File: src/rtl/multicycle_controller.sv
// multicycle_controller
// Main sequencing FSM for the multicycle RV32I core. It decodes the IR fields
// and steps the shared datapath through fetch, decode, execute, memory and
// writeback. It also counts retired instructions.
//
// Ports
//   clk          single clock, rising edge
//   rst          asynchronous reset, active-low
//   op           instruction[6:0]
//   funct3       instruction[14:12]
//   funct7_5     instruction[30]
//   zero         ALU zero flag
//   mem_ready    memory has completed the current access
//   pc_write     PC load enable
//   adr_src      memory address select (0 = PC, 1 = ALUOut)
//   mem_write    memory write strobe
//   ir_write     IR / OldPC load enable
//   result_src   result mux select
//   alu_src_a    ALU A select
//   alu_src_b    ALU B select
//   alu_control  ALU operation
//   imm_src      immediate-extension select
//   reg_write    register-file write enable
//   trap         illegal instruction seen, sticky until reset
//   retired      count of completed instructions (wraps mod 2^32)
//
// state     | meaning
// ----------+-----------------------------------------------------------
// FETCH     | read instruction at PC, PC <- PC+4 when memory is ready
// DECODE    | register read, branch target into ALUOut
// MEM_ADR   | effective address rs1 + imm for lw/sw
// MEM_READ  | load access, wait for mem_ready
// MEM_WB    | write loaded data to rd
// MEM_WRITE | store access, strobe held until mem_ready
// EXEC_R    | register-register ALU operation
// EXEC_I    | register-immediate ALU operation
// LUI       | 0 + upper immediate
// ALU_WB    | write ALUOut to rd
// BRANCH    | compare rs1/rs2, load PC from ALUOut if taken
// ILLEGAL   | unsupported instruction, absorbing until reset
module multicycle_controller (
  input  logic        clk,
  input  logic        rst,
  input  logic [6:0]  op,
  input  logic [2:0]  funct3,
  input  logic        funct7_5,
  input  logic        zero,
  input  logic        mem_ready,
  output logic        pc_write,
  output logic        adr_src,
  output logic        mem_write,
  output logic        ir_write,
  output logic [1:0]  result_src,
  output logic [1:0]  alu_src_a,
  output logic [1:0]  alu_src_b,
  output logic [2:0]  alu_control,
  output logic [1:0]  imm_src,
  output logic        reg_write,
  output logic        trap,
  output logic [31:0] retired
);

  localparam logic [6:0] OP_LW     = 7'b0000011;
  localparam logic [6:0] OP_SW     = 7'b0100011;
  localparam logic [6:0] OP_R      = 7'b0110011;
  localparam logic [6:0] OP_I      = 7'b0010011;
  localparam logic [6:0] OP_BRANCH = 7'b1100011;
  localparam logic [6:0] OP_LUI    = 7'b0110111;

  localparam logic [2:0] ALU_ADD = 3'b000;
  localparam logic [2:0] ALU_SUB = 3'b001;
  localparam logic [2:0] ALU_AND = 3'b010;
  localparam logic [2:0] ALU_OR  = 3'b011;
  localparam logic [2:0] ALU_SLT = 3'b101;

  typedef enum logic [3:0] {
    S_FETCH, S_DECODE, S_MEM_ADR, S_MEM_READ, S_MEM_WB, S_MEM_WRITE,
    S_EXEC_R, S_EXEC_I, S_LUI, S_ALU_WB, S_BRANCH, S_ILLEGAL
  } state_t;

  state_t      state_q, state_next;
  logic [31:0] retired_q;
  logic        alu_f3_ok;
  logic        legal;
  logic [2:0]  alu_fn;
  logic        retire;

  // funct3 values shared by the R and I ALU groups
  assign alu_f3_ok = (funct3 == 3'b000) || (funct3 == 3'b111) ||
                     (funct3 == 3'b110) || (funct3 == 3'b010);

  always_comb begin
    legal = 1'b0;
    case (op)
      OP_LW, OP_SW, OP_LUI: legal = 1'b1;
      OP_R, OP_I:           legal = alu_f3_ok;
      OP_BRANCH:            legal = (funct3 == 3'b000) || (funct3 == 3'b001);
      default:              legal = 1'b0;
    endcase
  end

  always_comb begin
    alu_fn = ALU_ADD;
    case (funct3)
      3'b111:  alu_fn = ALU_AND;
      3'b110:  alu_fn = ALU_OR;
      3'b010:  alu_fn = ALU_SLT;
      default: alu_fn = ALU_ADD;
    endcase
  end

  always_comb begin
    state_next  = state_q;
    pc_write    = 1'b0;
    adr_src     = 1'b0;
    mem_write   = 1'b0;
    ir_write    = 1'b0;
    result_src  = 2'b00;
    alu_src_a   = 2'b00;
    alu_src_b   = 2'b00;
    alu_control = ALU_ADD;
    imm_src     = 2'b00;
    reg_write   = 1'b0;
    trap        = 1'b0;
    case (state_q)
      S_FETCH: begin
        alu_src_b  = 2'b10;
        result_src = 2'b10;
        ir_write   = mem_ready;
        pc_write   = mem_ready;
        if (mem_ready) state_next = S_DECODE;
      end
      S_DECODE: begin
        alu_src_a = 2'b01;
        alu_src_b = 2'b01;
        case (op)
          OP_SW:     imm_src = 2'b01;
          OP_BRANCH: imm_src = 2'b10;
          OP_LUI:    imm_src = 2'b11;
          default:   imm_src = 2'b00;
        endcase
        if (!legal) state_next = S_ILLEGAL;
        else begin
          case (op)
            OP_LW, OP_SW: state_next = S_MEM_ADR;
            OP_R:         state_next = S_EXEC_R;
            OP_I:         state_next = S_EXEC_I;
            OP_BRANCH:    state_next = S_BRANCH;
            OP_LUI:       state_next = S_LUI;
            default:      state_next = S_ILLEGAL;
          endcase
        end
      end
      S_MEM_ADR: begin
        alu_src_a  = 2'b10;
        alu_src_b  = 2'b01;
        imm_src    = (op == OP_SW) ? 2'b01 : 2'b00;
        state_next = (op == OP_SW) ? S_MEM_WRITE : S_MEM_READ;
      end
      S_MEM_READ: begin
        adr_src = 1'b1;
        if (mem_ready) state_next = S_MEM_WB;
      end
      S_MEM_WB: begin
        result_src = 2'b01;
        reg_write  = 1'b1;
        state_next = S_FETCH;
      end
      S_MEM_WRITE: begin
        adr_src   = 1'b1;
        mem_write = 1'b1;
        if (mem_ready) state_next = S_FETCH;
      end
      S_EXEC_R: begin
        alu_src_a   = 2'b10;
        alu_src_b   = 2'b00;
        alu_control = (funct3 == 3'b000 && funct7_5) ? ALU_SUB : alu_fn;
        state_next  = S_ALU_WB;
      end
      S_EXEC_I: begin
        alu_src_a   = 2'b10;
        alu_src_b   = 2'b01;
        alu_control = alu_fn;
        state_next  = S_ALU_WB;
      end
      S_LUI: begin
        alu_src_a  = 2'b11;
        alu_src_b  = 2'b01;
        imm_src    = 2'b11;
        state_next = S_ALU_WB;
      end
      S_ALU_WB: begin
        reg_write  = 1'b1;
        state_next = S_FETCH;
      end
      S_BRANCH: begin
        alu_src_a   = 2'b10;
        alu_control = ALU_SUB;
        // funct3[0] distinguishes bne from beq
        pc_write    = funct3[0] ? ~zero : zero;
        state_next  = S_FETCH;
      end
      S_ILLEGAL: trap = 1'b1;
      default:   state_next = S_FETCH;
    endcase
  end

  assign retire = (state_q == S_MEM_WB) || (state_q == S_ALU_WB) ||
                  (state_q == S_BRANCH) ||
                  (state_q == S_MEM_WRITE && mem_ready);

  always_ff @(posedge clk or negedge rst) begin
    if (!rst) begin
      state_q   <= S_FETCH;
      retired_q <= 32'd0;
    end else begin
      state_q <= state_next;
      if (retire) retired_q <= retired_q + 32'd1;
    end
  end

  assign retired = retired_q;

endmodule

File: config.mk
export PLATFORM = sky130hd
export DESIGN_NAME = multicycle_controller
export DESIGN_NICKNAME = d
export VERILOG_FILES = /design/src/rtl/multicycle_controller.sv
export SDC_FILE = /design/constraint.sdc
export NUM_CORES = 1
export LEC_CHECK = 0
export CAP_MARGIN = 5
export CORE_UTILIZATION = 51
export CTS_BUF_LIST = sky130_fd_sc_hd__clkbuf_4 sky130_fd_sc_hd__clkbuf_8 sky130_fd_sc_hd__clkbuf_16
export DETAILED_ROUTE_END_ITERATION = 6
export GPL_TIMING_DRIVEN = 1
export PLACE_DENSITY_LB_ADDON = 0.3
export SLEW_MARGIN = 5
export SYNTH_ARGS = -nofsm -noshare
export SYNTH_HDL_FRONTEND = slang
export SYNTH_SLANG_ARGS = --single-unit
File: constraint.sdc
create_clock -name clk -period 4.9 [get_ports clk]
set_input_delay 0.98 -clock clk [delete_from_list [all_inputs] [get_ports clk]]
set_output_delay 0.98 -clock clk [all_outputs]
set_load 0.03 [all_outputs]
==> results of run 1 <==
==> synth_stat cells, drive strengths merged (2+ instances only) <==
cell type / count
dfrtp: 36
and4: 7
buf: 7
clkbuf: 13
nand4: 7
xor2: 19
or4: 4
nand3: 8
o2111ai: 6
and3: 2
nor4: 5
nand3b: 3
nand2b: 5
xnor2: 14
inv: 5
nor3: 4
o211ai: 4
o21ai: 6
a21oi: 10
nor2: 11
a22o: 2
a22oi: 4
nor2b: 9
a211oi: 13
a2111oi: 9
and2: 5
nand2: 19
==> state kept, by name, indices dropped and copies added, names as in the netlist <==
name,flops
state_q,4
retired,32
==> cell type report <==
type,instances,area [um2]
multi-input combinational,194,1441
fill,352,1335
sequential,36,900.9
timing repair buffer,65,645.6
clock buffer,7,90.09
tap,52,65.06
inverter,5,18.77
clock inverter,1,7.507
==> cells by family (layout without fill, tap and decap cells) <==
group                      Yosys count  count (layout)  share of synthesized area (%)
and+or+nand+nor                     94              94                          22.82
AOI/OAI and AO/OA                   64              64                          22.61
DFF                                 36              36                          36.59
buffers and inverters               25              78                          4.878
muxes                                2               2                         0.8638
adders and majority gates            1               1                         0.5080
xor gates and xnor gates            33              33                          11.74
==> metrics by stage <==
step	setup WS (ns)	power [W]	instance area (um2)
6_report	0.7691	0.001319	3169
5_1_grt	0.6420	0.001392	3169
2_1_floorplan	1.476	0.0008874	2462
4_1_cts	0.7737	0.001321	3169
3_5_place_dp	0.7854	0.001092	3072
3_3_place_gp	0.8126	0.001081	3072
==> worst paths after layout <==
check                            startpoint          end  slack, ns  cells past startpoint
worst max-delay path                  op[2]   imm_src[0]       0.77                      6
worst min-delay path            retired[31]  retired[31]       0.47                      1
worst max register to register   state_q[3]   retired[1]       2.56                      4
worst min register to register  retired[31]  retired[31]       0.47                      1
max in group asynchronous               rst   state_q[2]       3.47                      2
min in group asynchronous               rst  retired[26]       1.11                      2
==> worst register-to-register path, cell delays in order (launching register included) <==
cell	delay [ns]
dfrtp_1	0.72
nand3b_1	0.32
a21oi_1	0.71
nor2_1	0.17
mux2_2	0.31
==> metal layers <==
metal,track usage [%],vias to the layer above
met2,38.41,63
met5,0,-
met3,2.954,5
li1,-,1061
met1,32.13,1051
met4,8.497,0
==> power groups by stage <==
| stage | Sequential [W] | Clock (W) | Combinational (W) |
|---|---|---|---|
| final | 0.000442 | 0.000226 | 0.000652 |
| after global routing | 0.000454 | 0.000241 | 0.000698 |
| after CTS | 0.000439 | 0.000231 | 0.000652 |
| after detailed placement | 0.000445 | 0 | 0.000648 |
| after global placement | 0.000442 | 0 | 0.000639 |
| after floorplan | 0.000403 | 0 | 0.000485 |
==> summary.md, run 1 <==
| Metric | Value |
|---|---|
| Status | finished, final reports clean |
| RSZ-0062 raised after global routing | no |
| Switch share | 46.28% |
| Post-synth net total | 271 |
| Leading cell type in the layout, fill and taps excluded | clkdlybuf4s50_1 |
| Met1 wire length | 2713 um |
| First-pass GRT wire length | 9577 um |
| Final core utilization | 70.36% |
| Ys Warns | 0 |
| Inst Count DP | 352 |
| Vias | 2180 |
| Post-synth ARST share | 100.0% |
| Clock Tree Root | clkbuf_8 |
| Pint | 0.0007087 W |
| H-tree Lvls | 2 |
| Die area | 5110 um2 |
| Setup CP Type | primary input to output port |
| Post-Syn Area | 2462 um2 |
| CTS tree | built |
| Top cells by area, synth | dfrtp_1, xor2_1, xnor2_1, a2111oi_2, a211oi_1 |
| DRC | 0 |
| Cell family with most CP delay | buffers and inverters |
| Slew HR | 46.57% |
| Critical Path End Type | output port |
| Crit path largest cell delay | 0.69 ns |
| N_diodes | 0 |
| Synth Area per Inst | 9.656 um2 |
| Core Area | 4504 um2 |
| Sequential Power Share | 33.5% |
| HP Class | flip-flop to flip-flop |
| Die W | 71.49 um |
| DR WL/cell | 15.73 um |
| Total track usage | 23.44% |
| Crit share post-route | 84.30% |
| Routed wl met2 | 2668 um |
| Largest net degree at the start of global routing | 37 |
| Combinational share of power | 49.4% |
| Buf+Inv Stages, Crit Path | 2 |
| Register clock-pin slew on the reported worst setup and hold paths | 0.07 ns |
| CP Max Fanout | 11 |
| EDFF count, synth | 0 |
| Area share of the largest cell type after synthesis | 36.59% |
| DRT Pass-1 Iters | 4 |
| Post-synth top area cell | dfrtp_1 |
| Vias per cell | 6.056 |
| Clock sinks | 36 |
| CTS resizes | 0 |
| Die height | 71.49 um |
| CTS max path bufs | 2 |
| Hold_ws | 0.4659 ns |
| Initial DRC count | 136 |
| Non-filler cells in the finished layout | 360 |
| I/O pins | 64 |
| WL met3 | 215 um |
| Pleak | 1.054 nW |
| Nets | 323 |
| Setup violators final | 0 |
| Initial antenna violation count | 0 |
| Initial core utilization | 54.67% |
| Antenna Nets Post-Route | 0 |
| Worst path required time | 3.92 ns |
| Uppermost layer routed | met4 |
| Hold buffers post-CTS | 0 |
| Crit path cell chain | clkdlybuf4s50_1 > xnor2_1 > a22oi_1 > or4_1 > a21oi_1 > clkdlybuf4s50_1 |
| Top_reg_cell synth | dfrtp_1 |
| Worst endpoint data arrival time | 3.15 ns |
| Startpoint types | primary input |
| WL final | 5662 um |
| Worst Tran Pin Value | 0.8014 ns |
| PD cells | 416.3 nW/um2 |
| Clock period minus final worst setup slack | 4.131 ns |
| Worst Skew | 0.01052 ns |
| Number of global-route vias before repair | 2070 |
| Seq cells post-synth | 36 |
| Area Overhead vs Synth | 28.71% |
| Fin Setup TNS | 0 ns |
| Clock share of power | 17.1% |
| Max VDD drop | 0.2246 mV |
| Clock latency on the worst-skew pair | 0.29 ns |
| Seq/Total Area, Yosys | 36.59% |
| Synth Instances | 255 |
| Final hold violation count | 0 |
| Max Transition Viols Final | 0 |
| RePlAce Congestion | 0.9592 |
| CTS buffer count | 5 |
| GRT Residual Overflow | 0 |
| FMAX | 0.2421 GHz |
| Switching power | 0.0006106 W |
| Netlist cell types | 57 |
| Max_cap viols | 0 |
| Cell mode on critical path | clkdlybuf4s50_1 |
| Number of port buffers | 63 |
| DP Wirelength | 4056 um |
| Slowest cell on crit path | clkdlybuf4s50_1 |
| # Post-CTS Setup Buffers | 0 |
| Num rows | 24 |
| Share of cells above drive strength 1 | 9.091% |
| Most frequent cells in the layout | clkdlybuf4s50_1, dfrtp_1, xor2_1, nand2_1, xnor2_1 |
No activity file was read; power rests on OpenSTA's default activity.
==> inputs of run 2 (changes only) <==
Settings changed: CORE_UTILIZATION 51 to 49.
Clock period 4.9 ns to 4.2 ns, I/O delays scaled along.
==> summary.md, run 2 (synthesized netlist as in run 1, its figures left out) <==
| Metric | Value |
|---|---|
| Clock period minus final worst setup slack | 3.878 ns |
| Reg2reg end | retired[1] |
| Setup violators final | 0 |
| CP startpoint | op[2] |
| Total track usage | 23.90% |
| Pwr Total | 0.001591 W |
| Num rows | 25 |
| First-pass GRT wire length | 9922 um |
| Critical Path End Type | output port |
| R2r setup slk | 1.83 ns |
| # Post-CTS Setup Buffers | 0 |
| Vias per cell | 5.835 |
| Most frequent cells in the layout | clkdlybuf4s50_1, dfrtp_1, xor2_1, nand2_1, xnor2_1 |
| DP Wirelength | 4070 um |
| Max_cap viols | 0 |
| CTS resizes | 0 |
| PD cells | 495.7 nW/um2 |
| CTS buffer count | 5 |
| Share of cells above drive strength 1 | 9.385% |
| H-tree Lvls | 2 |
| Reg2Reg Depth | 4 |
| Max reg flops | 32 |
| Worst Tran Pin Value | 0.8151 ns |
| Initial antenna violation count | 0 |
| Initial DRC count | 162 |
| Nets | 324 |
| N_diodes | 0 |
| Initial core utilization | 51.45% |
| CTS max path bufs | 2 |
| Worst path required time | 3.36 ns |
| I/O pins | 64 |
| Worst Skew | 0.008785 ns |
| Startpoint types | primary input |
| Register Area | 900.9 um2 |
| HP Class | flip-flop to flip-flop |
| CP Capture Point | imm_src[0] |
| Clock sinks | 36 |
| DR WL/cell | 15.69 um |
| Max VDD drop | 0.2805 mV |
| Slew HR | 45.66% |
| WL final | 5900 um |
| Multi-input gate area | 1441 um2 |
| DRC | 0 |
| GRT Residual Overflow | 0 |
| Area Overhead vs Synth | 30.34% |
| FF-to-FF Start | state_q[3] |
| Die height | 72.89 um |
| CTS tree | built |
| Vias | 2194 |
| Final core utilization | 67.06% |
| Max Transition Viols Final | 0 |
| Hold buffers post-CTS | 0 |
| Final hold violation count | 0 |
| Fin Setup TNS | 0 ns |
| RSZ-0062 raised after global routing | no |
| Die W | 72.89 um |
| Leading cell type in the layout, fill and taps excluded | clkdlybuf4s50_1 |
| Core Area | 4786 um2 |
| Status | finished, final reports clean |
| RePlAce Congestion | 0.8617 |
| Largest net degree at the start of global routing | 37 |
| Filler Cells Inserted | 397 |
| Clock latency on the worst-skew pair | 0.29 ns |
| DRT Pass-1 Iters | 4 |
| Pleak | 1.065 nW |
| Number of global-route vias before repair | 2047 |
| Crit share post-route | 92.32% |
| Clock Tree Root | clkbuf_8 |
| Register clock-pin slew on the reported worst setup and hold paths | 0.08 ns |
| CP Max Fanout | 11 |
| Antenna Nets Post-Route | 0 |
| Setup CP Type | primary input to output port |
| Die area | 5313 um2 |
| Worst endpoint data arrival time | 3.04 ns |
| Number of port buffers | 63 |
| FMAX | 0.2579 GHz |
[run 2: cell count changes in the layout (fill, tap and decap cells not counted)]
cell       delta
clkbuf_4      -1
clkbuf_8      -1
bufinv_16     +1
clkinv_2      +1
buf_4         +1
[run 2: per-layer routing]
metal | GRT usage (%) | routed length, um | vias to the layer above | part of all wire [%]
li1 | - | - | 1069 | -
met1 | 32.87 | 2730 | 1066 | 46
met3 | 4.006 | 221 | 2 | 3.7
met2 | 38.32 | 2917 | 57 | 49
met5 | 0 | 0 | - | 0
met4 | 7.843 | 31 | 0 | 0.53
[run 2: area by class of cell]
cell class / instances / area share [%]
multi-input combinational: 194 / 44.91
sequential: 36 / 28.07
timing repair buffer: 66 / 20.35
tap: 67 / 2.612
clock buffer: 5 / 2.144
clock inverter: 3 / 1.326
inverter: 5 / 0.5848
[run 2: worst min path at each step]
stage	startpoint	endpoint	cells past startpoint
CTS	retired[12]	retired[12]	1
detailed placement	retired[12]	retired[12]	1
floorplan	rst	retired[0]	0
global placement	retired[31]	retired[31]	1
finish	retired[12]	retired[12]	1
global route	retired[25]	retired[25]	1
[run 2: stage by stage]
| step | worst slack [ns] | instance area [um2] | std cells | hold slack (ns) |
|---|---|---|---|---|
| 2_1_floorplan | 1.056 | 2462 | 255 | 0.5444 |
| 3_3_place_gp | 0.3717 | 3098 | 368 | 0.4613 |
| 3_5_place_dp | 0.3638 | 3098 | 368 | 0.4789 |
| 4_1_cts | 0.3590 | 3209 | 376 | 0.4901 |
| 5_1_grt | 0.1575 | 3209 | 376 | 0.5100 |
| 6_report | 0.3224 | 3209 | 376 | 0.4848 |
[run 2: critical path, stage by stage]
cell and delay, ns:
clkdlybuf4s50_1 0.57, nor2_1 0.27, a22oi_1 0.09, or4_1 0.42
a21oi_1 0.16, clkdlybuf4s50_1 0.70
[run 2: report_power, final]
part / total (W) / switching [W] / internal (W)
combinational: 0.000792 / 0.000487 / 0.000305
clock: 0.000306 / 0.000131 / 0.000176
sequential: 0.000492 / 0.000105 / 0.000388
total: 0.00159 / 0.000722 / 0.000869
==> inputs of run 3 (changes only) <==
Settings changed: CAP_MARGIN 5 to not set.
==> results of run 3 <==
The final DEF is identical to that of run 2; final timing and power are the same.
